==> src/rtl/ov5642_pkg.sv <==
// Shared types for the OV5642 SCCB bring-up sequencer: table entry layout, delay marker, FSM states.
// Latency: n/a (declarations only); backpressure: none.
package ov5642_pkg;

    localparam int MAX_ENTRIES = 256;
    localparam int ENTRY_W     = 24;
    localparam logic [15:0] DELAY_MARK = 16'hFFFF;

    typedef struct packed {
        logic [15:0] addr;
        logic [7:0]  data;
    } entry_t;

    typedef enum logic [3:0] {
        S_IDLE,
        S_FETCH,
        S_LOAD,
        S_START,
        S_SHIFT,
        S_STOP,
        S_GAP,
        S_DELAY,
        S_NEXT
    } state_t;

    // Unused tail slots are zero-length delays, so any TABLE_LEN walks harmlessly.
    function automatic logic [MAX_ENTRIES*ENTRY_W-1:0] default_table();
        logic [MAX_ENTRIES*ENTRY_W-1:0] t;
        for (int i = 0; i < MAX_ENTRIES; i++) begin
            t[i*ENTRY_W +: ENTRY_W] = {DELAY_MARK, 8'h00};
        end
        t[0*ENTRY_W  +: ENTRY_W] = {16'h3103, 8'h93};
        t[1*ENTRY_W  +: ENTRY_W] = {16'h3008, 8'h82};
        t[2*ENTRY_W  +: ENTRY_W] = {DELAY_MARK, 8'h05};
        t[3*ENTRY_W  +: ENTRY_W] = {16'h3008, 8'h42};
        t[4*ENTRY_W  +: ENTRY_W] = {16'h3017, 8'h7F};
        t[5*ENTRY_W  +: ENTRY_W] = {16'h3018, 8'hFC};
        t[6*ENTRY_W  +: ENTRY_W] = {16'h3810, 8'hC2};
        t[7*ENTRY_W  +: ENTRY_W] = {16'h3615, 8'hF0};
        t[8*ENTRY_W  +: ENTRY_W] = {16'h3000, 8'h00};
        t[9*ENTRY_W  +: ENTRY_W] = {16'h3001, 8'h00};
        t[10*ENTRY_W +: ENTRY_W] = {16'h3002, 8'h00};
        t[11*ENTRY_W +: ENTRY_W] = {16'h3003, 8'h00};
        t[12*ENTRY_W +: ENTRY_W] = {16'h3008, 8'h02};
        return t;
    endfunction

endpackage

==> src/rtl/ov5642_config_rom.sv <==
// Register-table ROM: index in, {addr16, data8} entry out.
// Latency: 1 cycle (registered output); backpressure: none.
module ov5642_config_rom
    import ov5642_pkg::*;
#(
    parameter int unsigned                     TABLE_LEN  = 64,
    parameter logic [MAX_ENTRIES*ENTRY_W-1:0]  TABLE_INIT = default_table()
) (
    input  logic       clk,
    input  logic       rst,
    input  logic [7:0] addr,
    output entry_t     entry
);

    entry_t entry_d;
    entry_t entry_q;

    always_comb begin
        entry_d = '{addr: DELAY_MARK, data: 8'h00};
        if (32'(addr) < TABLE_LEN) begin
            entry_d = TABLE_INIT[int'(addr)*ENTRY_W +: ENTRY_W];
        end
    end

    always_ff @(posedge clk or posedge rst) begin
        if (rst) begin
            entry_q <= '0;
        end else begin
            entry_q <= entry_d;
        end
    end

    assign entry = entry_q;

endmodule

==> src/rtl/ov5642_sccb_config.sv <==
// OV5642 power-up sequencer: walks the ROM table issuing SCCB 3-phase writes and ms delays, once per start.
// Latency: 2 + 153*Q cycles per write entry; backpressure: none, start ignored unless idle.
module ov5642_sccb_config
    import ov5642_pkg::*;
#(
    parameter int unsigned                     CLK_FREQ_HZ  = 100_000_000,
    parameter int unsigned                     SCCB_FREQ_HZ = 100_000,
    parameter logic [7:0]                      DEV_ADDR     = 8'h78,
    parameter int unsigned                     TABLE_LEN    = 64,
    parameter logic [MAX_ENTRIES*ENTRY_W-1:0]  TABLE_INIT   = default_table()
) (
    input  logic       clk,
    input  logic       rst,
    input  logic       start,
    output logic       busy,
    output logic       done,
    output logic [7:0] index,
    output logic       sioc,
    output logic       siod_oe
);

    localparam int unsigned QUARTER = CLK_FREQ_HZ / (4 * SCCB_FREQ_HZ);
    localparam logic [31:0] Q_LAST   = 32'(QUARTER - 32'd1);
    localparam logic [31:0] MS_LAST  = 32'(CLK_FREQ_HZ / 1000 - 1);
    localparam logic [7:0]  LAST_IDX = 8'(TABLE_LEN - 1);

    if (QUARTER == 0 || TABLE_LEN == 0 || TABLE_LEN > MAX_ENTRIES) begin : g_bad_params
        $error("ov5642_sccb_config: quarter period is zero or TABLE_LEN out of 1..256");
    end

    state_t      state_q, state_d;
    logic [31:0] qcnt_q, qcnt_d;
    logic [1:0]  quar_q, quar_d;
    logic [3:0]  bit_q, bit_d;
    logic [1:0]  phase_q, phase_d;
    logic [35:0] shift_q, shift_d;
    logic [31:0] ms_cnt_q, ms_cnt_d;
    logic [7:0]  ms_left_q, ms_left_d;
    logic [7:0]  index_q, index_d;
    logic        busy_q, busy_d;
    logic        done_q, done_d;
    logic        sioc_q, sioc_d;
    logic        siod_oe_q, siod_oe_d;
    logic        q_tick;
    entry_t      rom_entry;

    ov5642_config_rom #(
        .TABLE_LEN  (TABLE_LEN),
        .TABLE_INIT (TABLE_INIT)
    ) u_rom (
        .clk   (clk),
        .rst   (rst),
        .addr  (index_q),
        .entry (rom_entry)
    );

    always_comb begin
        state_d   = state_q;
        qcnt_d    = qcnt_q;
        quar_d    = quar_q;
        bit_d     = bit_q;
        phase_d   = phase_q;
        shift_d   = shift_q;
        ms_cnt_d  = ms_cnt_q;
        ms_left_d = ms_left_q;
        index_d   = index_q;
        busy_d    = busy_q;
        done_d    = done_q;
        q_tick    = (qcnt_q == Q_LAST);

        if (state_q inside {S_START, S_SHIFT, S_STOP, S_GAP}) begin
            qcnt_d = q_tick ? '0 : qcnt_q + 32'd1;
        end

        case (state_q)
            S_IDLE: begin
                if (start) begin
                    done_d  = 1'b0;
                    busy_d  = 1'b1;
                    index_d = '0;
                    state_d = S_FETCH;
                end
            end
            S_FETCH: state_d = S_LOAD;
            S_LOAD: begin
                qcnt_d   = '0;
                quar_d   = '0;
                bit_d    = '0;
                phase_d  = '0;
                ms_cnt_d = '0;
                if (rom_entry.addr == DELAY_MARK) begin
                    ms_left_d = rom_entry.data;
                    state_d   = (rom_entry.data == 8'd0) ? S_NEXT : S_DELAY;
                end else begin
                    // Ninth bit of each phase is a 1 so the line is released for the ACK slot.
                    shift_d = {DEV_ADDR, 1'b1, rom_entry.addr[15:8], 1'b1,
                               rom_entry.addr[7:0], 1'b1, rom_entry.data, 1'b1};
                    state_d = S_START;
                end
            end
            S_START: begin
                if (q_tick) begin
                    quar_d = quar_q + 2'd1;
                    if (quar_q == 2'd1) begin
                        quar_d  = '0;
                        state_d = S_SHIFT;
                    end
                end
            end
            S_SHIFT: begin
                if (q_tick) begin
                    quar_d = quar_q + 2'd1;
                    if (quar_q == 2'd3) begin
                        shift_d = {shift_q[34:0], 1'b1};
                        bit_d   = bit_q + 4'd1;
                        if (bit_q == 4'd8) begin
                            bit_d   = '0;
                            phase_d = phase_q + 2'd1;
                            if (phase_q == 2'd3) begin
                                state_d = S_STOP;
                            end
                        end
                    end
                end
            end
            S_STOP: begin
                if (q_tick) begin
                    quar_d = quar_q + 2'd1;
                    if (quar_q == 2'd2) begin
                        quar_d  = '0;
                        state_d = S_GAP;
                    end
                end
            end
            S_GAP: begin
                if (q_tick) begin
                    quar_d = quar_q + 2'd1;
                    if (quar_q == 2'd3) begin
                        state_d = S_NEXT;
                    end
                end
            end
            S_DELAY: begin
                ms_cnt_d = ms_cnt_q + 32'd1;
                if (ms_cnt_q == MS_LAST) begin
                    ms_cnt_d  = '0;
                    ms_left_d = ms_left_q - 8'd1;
                    if (ms_left_q == 8'd1) begin
                        state_d = S_NEXT;
                    end
                end
            end
            S_NEXT: begin
                if (index_q == LAST_IDX) begin
                    state_d = S_IDLE;
                end else begin
                    index_d = index_q + 8'd1;
                    state_d = S_FETCH;
                end
            end
            default: state_d = S_IDLE;
        endcase

        // Completion is flagged on entry to the final NEXT so done and busy swap on one edge.
        if (state_d == S_NEXT && index_q == LAST_IDX) begin
            busy_d = 1'b0;
            done_d = 1'b1;
        end

        sioc_d    = 1'b1;
        siod_oe_d = 1'b0;
        case (state_d)
            S_START: begin
                sioc_d    = (quar_d == 2'd0);
                siod_oe_d = 1'b1;
            end
            S_SHIFT: begin
                sioc_d    = quar_d[1];
                siod_oe_d = ~shift_d[35];
            end
            S_STOP: begin
                sioc_d    = (quar_d != 2'd0);
                siod_oe_d = (quar_d != 2'd2);
            end
            default: ;
        endcase
    end

    always_ff @(posedge clk or posedge rst) begin
        if (rst) begin
            state_q   <= S_IDLE;
            qcnt_q    <= '0;
            quar_q    <= '0;
            bit_q     <= '0;
            phase_q   <= '0;
            shift_q   <= '0;
            ms_cnt_q  <= '0;
            ms_left_q <= '0;
            index_q   <= '0;
            busy_q    <= 1'b0;
            done_q    <= 1'b0;
            sioc_q    <= 1'b1;
            siod_oe_q <= 1'b0;
        end else begin
            state_q   <= state_d;
            qcnt_q    <= qcnt_d;
            quar_q    <= quar_d;
            bit_q     <= bit_d;
            phase_q   <= phase_d;
            shift_q   <= shift_d;
            ms_cnt_q  <= ms_cnt_d;
            ms_left_q <= ms_left_d;
            index_q   <= index_d;
            busy_q    <= busy_d;
            done_q    <= done_d;
            sioc_q    <= sioc_d;
            siod_oe_q <= siod_oe_d;
        end
    end

    assign busy    = busy_q;
    assign done    = done_q;
    assign index   = index_q;
    assign sioc    = sioc_q;
    assign siod_oe = siod_oe_q;

endmodule

==> config.mk <==
export PLATFORM = sky130hd
export DESIGN_NAME = ov5642_sccb_config
export DESIGN_NICKNAME = d
export VERILOG_FILES = /design/src/rtl/ov5642_pkg.sv /design/src/rtl/ov5642_config_rom.sv /design/src/rtl/ov5642_sccb_config.sv
export SDC_FILE = /design/constraint.sdc
export NUM_CORES = 1
export LEC_CHECK = 0
export CORE_ASPECT_RATIO = 1.25
export CORE_MARGIN = 1
export CORE_UTILIZATION = 60
export DETAILED_ROUTE_END_ITERATION = 16
export PLACE_DENSITY = 0.79
export SLEW_MARGIN = 20
export SYNTH_ARGS = -nofsm -noshare
export SYNTH_HDL_FRONTEND = slang
export SYNTH_SLANG_ARGS = --single-unit
==> constraint.sdc <==
create_clock -name clk -period 13.3 [get_ports clk]
set_input_delay 3.325 -clock clk [delete_from_list [all_inputs] [get_ports clk]]
set_output_delay 3.325 -clock clk [all_outputs]
set_load 0.005 [all_outputs]
**Word level (Yosys, flattened, before mapping)**

Index checks and enable logic that the tools add are counted.

- Flip-flop bits (word level): 156
- Logic and storage cells: 132
- Latch bits: 0
- RAM bits: 0
- Bits in read-only memories: 0
- Bits of input ports: 3
- Output and inout port bits: 12
- Memories: 0

- Divide/modulo/power cells: 0
- Magnitude comparators: 1
- Multiplexer cells: 55
- Reductions and logical operators: 19
- Eq/ne operators: 31
- Bitwise operators: 1
- Multipliers: 1
- Add/sub/neg operators: 7
- Shifts and indexed selects: 1

Operators by type and width:

| operator | number |
|---|---|
| 6144-bit by 32-bit variable part select with 24-bit output, first input constant | 1 |
| 32-bit two-way mux | 4 |
| 36-bit two-way mux | 3 |
| 4-bit two-way mux | 18 |
| 36-bit one-hot mux with 2 select lines | 1 |
| 32-bit by 1-bit adder with 32-bit output, second input constant | 2 |
| 32-bit one-hot mux with 2 select lines | 1 |
| 4-bit one-hot mux with 9 select lines | 1 |
| 32-bit by 17-bit equality test with 1-bit output, second input constant | 1 |
| 32-bit by 8-bit equality test with 1-bit output, second input constant | 1 |
| 8-bit two-way mux | 4 |
| 8-bit one-hot mux with 2 select lines | 2 |
| 4-bit by 3-bit equality test with 1-bit output, second input constant | 6 |
| 24-bit two-way mux | 1 |
| 16-bit equality test, second input constant | 1 |
| 2-bit two-way mux | 8 |
| 2-bit != test, second input constant | 7 |
| 2-bit nonzero test | 7 |
| 4-bit by 2-bit equality test with 1-bit output, second input constant | 3 |
| 4-bit equality test, second input constant | 3 |
| 8-bit by 2-bit multiplier with 10-bit output, second input constant | 1 |
| 3-bit AND reduction | 3 |
| 8-bit by 1-bit adder with 8-bit output, second input constant | 1 |
| 8-bit by 1-bit equality test with 1-bit output, second input constant | 1 |
| 23 further kinds | 35 |

**Longest topological paths before layout**

- Depth after elaboration: 10
- Mapped depth: 11
- Gate-level depth less buffers: 9

**Modules after synthesis**

A second synthesis with hierarchy kept.

- Cell total of the unflattened synthesis: 838
- Area total of the unflattened synthesis: 7,673.6 sq um

By module, submodules not included:

| module | instances | area an instance (sq um) | cells each |
|---|---|---|---|
| ov5642_sccb_config | 1 | 6,807.8 | 760 |
| ov5642_config_rom | 1 | 865.8 | 78 |

**Least setup slack after synthesis**

Ideal clock, no wire load.

- Kind: input to register
- From: in start
- To: reg sioc_q, in the netlist sioc
- Path buffers: 0
- Cell stages on the path: 4
- Arrival time: 4.207 ns
- Path slack: 9.014 ns
- Cell sequence: nand3_1 -> nand2_1 -> or4b_1 -> a22o_1

- Cells in the longest elaborated chain, start to end: 4
- Elaborated cells on any way between the ends: 6
- Those cells by class: 3 x eq/ne; 3 x mux

Ends and longest elaborated chain:

| item | RTL line | RTL |
|---|---|---|
| start: declaration | ov5642_sccb_config.sv:14 | `input logic start,` |
| 4-bit two-way mux (*) | ov5642_sccb_config.sv:77 | `if (start) begin` |
| 4-bit one-hot mux with 9 select lines (*) | ov5642_sccb_config.sv:75 | `case (state_q)` |
| 4-bit by 3-bit equality test with 1-bit output / 4-bit by 2-bit equality test with 1-bit output (equally long branches) | ov5642_sccb_config.sv:172 | `case (state_d)` |
| 1-bit one-hot mux with 3 select lines (*) | ov5642_sccb_config.sv:172 |  |
| named net sioc_d | ov5642_sccb_config.sv:42 | `logic sioc_q, sioc_d;` |
| end signal: assignment | ov5642_sccb_config.sv:216 | `sioc_q <= sioc_d;` |
| end: declaration | ov5642_sccb_config.sv:42 |  |

The timed path passes the listed nets; every way through them passes the cells marked *.
A chain may end at the register's enable or synchronous reset.

**Worst setup path in the final report**

- From: reg index_q[2], in the netlist index[2]
- To: out index[2]

RTL lines:

| item | RTL line | RTL |
|---|---|---|
| start: declaration | ov5642_sccb_config.sv:39 | `logic [7:0] index_q, index_d;` |
| start signal: assignment | ov5642_sccb_config.sv:213 | `index_q <= index_d;` |
| end: declaration | ov5642_sccb_config.sv:17 | `output logic [7:0] index,` |

No word-level cell between the ends.

==> results.yml <==
timing:
  rsz0062_at_grt: "no"
  setup_violations: 0
  max_freq_ghz: 0.2007
  layout_min_cycle_time_ns: 4.983
  hold_violations: 0
  finalCritPeriodShare_pct: 37.46
  tightest_slew_ns: 0.9786
  clock_skew_ns: 0.006410
  tns_ns: 0
  maxSlewViolCount: 0
  relSlewSlack_pct: 34.60
clocking:
  cts_setup_buffers: 0
  cts_buffers: 17
  clockBufferDepth: 2
  h-tree-depth: 4
  cts.sinks: 150
  cts_resized: 0
  clk_latency_ns: 0.43
  root_buffer: "clkbuf_16"
  cts.reportedPaths.clkPinSlew_ns: 0.06
  ctsHoldBuffers: 0
  tritoncts: "built"
routing:
  viasPerCell: 6.187
  drc: 0
  ant_nets: 0
  via_count: 6243
  drt-initial-drc-count: 492
  dr.pass1.iters: 5
  drt_wl_total_mm: 16.39
  wl_per_cell_um: 16.24
finish:
  area_growth_pct: 10.67
  final_nets: 853
  drive_above_1_share_pct: 7.692
  fin_cells: 1009
  nFillCells: 909
  antenna_cells: 0
setup_path:
  endpoint_kind: "output pin"
  r2r-end: "ms_left_q[3]$_DFFE_PP0P_"
  critPathTopFamily: "flip-flops"
  r2r_cells: 8
  startpoint_type: "register"
  crit_path_top_delay_cell: "dfrtp_1"
  path_max_fanout: 15
  r2r_setup_slack_ns: 10.26
  rr_startpoint: "state_q[1]$_DFF_PP0_"
  critPathKind: "register to output pin"
  path_cells: "clkdlybuf4s50_1"
  endpoint: "index[2]"
  max_stage_delay_ns: 0.63
  cp-startpoint: "index[2]$_DFFE_PP0P_"
  path_buf_inv: 1
  arrival_ns: 1.66
  path_depth: 1
  required_ns: 9.97
worst_hold_path:
  min_path_type: "register to register"
floorplan:
  rows: 45
  core-area_sq_um: 12330
  die_h_um: 128.6
  dieArea_sq_um: 13280
  start_util_pct: 62.40
  pin_count: 15
  dieWidth_um: 103.3
synth:
  synthesis.area_sq_um: 7695
  async_reset_ff_share_pct: 100.0
  synth_top_family_by_area: "simple AND/OR/NAND/NOR gates"
  synth_compound_area_share_pct: 14.05
  synth_cell_types: 73
  synth.area.mux_share_pct: 0.5366
  ys.flop_type: "dfrtp_1"
  ys_seq_area_share_pct: 48.80
  syn_avg_cell_area_sq_um: 9.293
  synthAdderAreaFrac_pct: 2.927
  syn_nets: 849
  synth-edff-count: 0
  ys_seq_elements: 150
  syn_inst: 828
  yosys_warnings: 0
  synth_xor_area_share_pct: 5.008
  synthSimpleGateAreaFrac_pct: 25.30
status:
  status: "complete, no violations"
global_routing:
  grt_max_degree: 81
  grt_use_total_pct: 26.86
  grt_pass1_vias: 6043
  grt-ovfl-total: 0
  antenna_found_initial: 0
  grt_pass1_wl_mm: 27.78
job:
  cap_violations: 0
placement:
  gp_congestion: 0.8416
  io_buffers: 14
  hpwlAfterDp_mm: 10.93
  dp.cells: 977
pwr:
  leakagePower_nw: 3.652
  ir_worst_vdd_mv: 0.1361
  power.density_nw_per_um2: 169.8
==> cell families after synthesis <==
kind of cell,after synthesis
mux,4
simple gates,381
compound gates,164
xor+xnor,44
other cells,1
flops,150
fa+ha+maj,18
buf+inv,66
==> flip-flops by register name, summed over array words and instances (netlist names) <==
signal / cells
bit_q: 4
busy: 1
done: 1
index: 8
ms_cnt_q: 32
ms_left_q: 8
phase_q: 2
qcnt_q: 32
quar_q: 2
shift_q: 36
sioc: 1
siod_oe: 1
state_q: 4
u_rom.entry: 18
==> synthesized netlist by cell type, types with 3 or more instances <==
master	number	area [sq um]
a211oi_1	5	37.54
a21oi_1	23	115.1
a221o_1	9	90.09
a22oi_1	16	120.1
a31oi_1	4	25.02
and2_1	9	56.30
and3_1	19	118.9
and4_1	6	52.55
buf_1	3	11.26
buf_2	4	20.02
clkbuf_1	26	97.59
dfrtp_1	149	3729
ha_1	18	225.2
inv_1	31	116.4
mux2i_1	3	30.03
nand2_1	101	379.1
nand2b_1	6	37.54
nand3_1	41	205.2
nand4_1	17	106.4
nor2_1	100	375.4
nor2_4	3	33.78
nor2b_1	5	31.28
nor3_1	22	110.1
nor4_1	14	87.58
nor4_2	4	50.05
nor4b_1	3	26.28
o21ai_0	66	330.3
o31ai_1	9	67.56
o41ai_1	3	26.28
or2_2	3	18.77
or3_1	9	56.30
or4_4	3	33.78
xnor2_1	19	166.4
xor2_1	25	219.0
==> metrics by stage <==
step	utilization (%)	hold WS, ns	setup slack, ns	instance area (sq um)	total power (W)
floorplan	-	0.4400	5.940	7695	0.0008856
global route	69.06	0.4952	8.267	8516	0.001528
detailed placement	64.45	0.4640	7.969	7948	0.0009914
finish	69.06	0.4754	8.317	8516	0.001446
global placement	64.45	0.4594	8.010	7948	0.0009713
CTS	69.03	0.4787	8.328	8512	0.001448
==> metal layers <==
metal	GRT usage [%]	up-vias	share of wire (%)
li1	-	2941	-
met1	33.87	3093	43
met2	44.51	181	50
met3	6.029	28	4.2
met4	11.18	0	2.1
met5	0	-	0
==> how the worst min path moves through the flow <==
stage                                 start                 endpoint  slack, ns  cells past startpoint
finish              shift_q[13]$_DFFE_PP0P_  shift_q[13]$_DFFE_PP0P_       0.48                      2
global route        shift_q[13]$_DFFE_PP0P_  shift_q[13]$_DFFE_PP0P_       0.50                      2
CTS                 shift_q[13]$_DFFE_PP0P_  shift_q[13]$_DFFE_PP0P_       0.48                      2
detailed placement  shift_q[13]$_DFFE_PP0P_  shift_q[13]$_DFFE_PP0P_       0.46                      2
global placement    shift_q[11]$_DFFE_PP0P_  shift_q[11]$_DFFE_PP0P_       0.46                      2
floorplan            shift_q[0]$_DFFE_PP0P_   shift_q[0]$_DFFE_PP0P_       0.44                      1
==> layout make-up <==
class                      count  area (sq um)  area share, %
tap                          164         205.2          2.410
clock inverter                10         100.1          1.175
sequential                   150          3755          44.09
clock buffer                  22         464.2          5.451
timing repair buffer          19         181.4          2.130
multi-input combinational    612          3685          43.27
inverter                      32         125.1          1.469
==> cell usage in the layout, fill, tap and decap left out, drive strengths merged, types with 4 or more instances in the layout <==
cell type / netlist / layout
dfrtp: 149 / 149
nor2: 103 / 103
nand2: 102 / 102
o21ai: 67 / 67
nand3: 41 / 41
inv: 32 / 32
xor2: 25 / 25
a21oi: 24 / 24
nor3: 22 / 22
clkbuf: 26 / 22
and3: 21 / 21
xnor2: 19 / 19
ha: 18 / 18
nand4: 18 / 18
nor4: 18 / 18
a22oi: 16 / 16
clkdlybuf4s50: 0 / 14
or3: 9 / 9
and2: 9 / 9
a221o: 9 / 9
o31ai: 9 / 9
and4: 6 / 6
nand2b: 6 / 6
nor2b: 5 / 5
a211oi: 5 / 5
a31oi: 5 / 5
clkinv: 0 / 5
buf: 8 / 5
clkinvlp: 0 / 4
nor4b: 4 / 4
or4: 4 / 4
o41ai: 4 / 4
==> power breakdown <==
| group | internal (W) | total [W] | switching [W] |
|---|---|---|---|
| Combinational | 0.000148 | 0.000347 | 0.000199 |
| Clock | 0.000268 | 0.000455 | 0.000187 |
| Sequential | 0.000550 | 0.000644 | 0.0000939 |
| Total | 0.000966 | 0.00145 | 0.000480 |
Note: power is estimated with default switching activity, not from simulation.
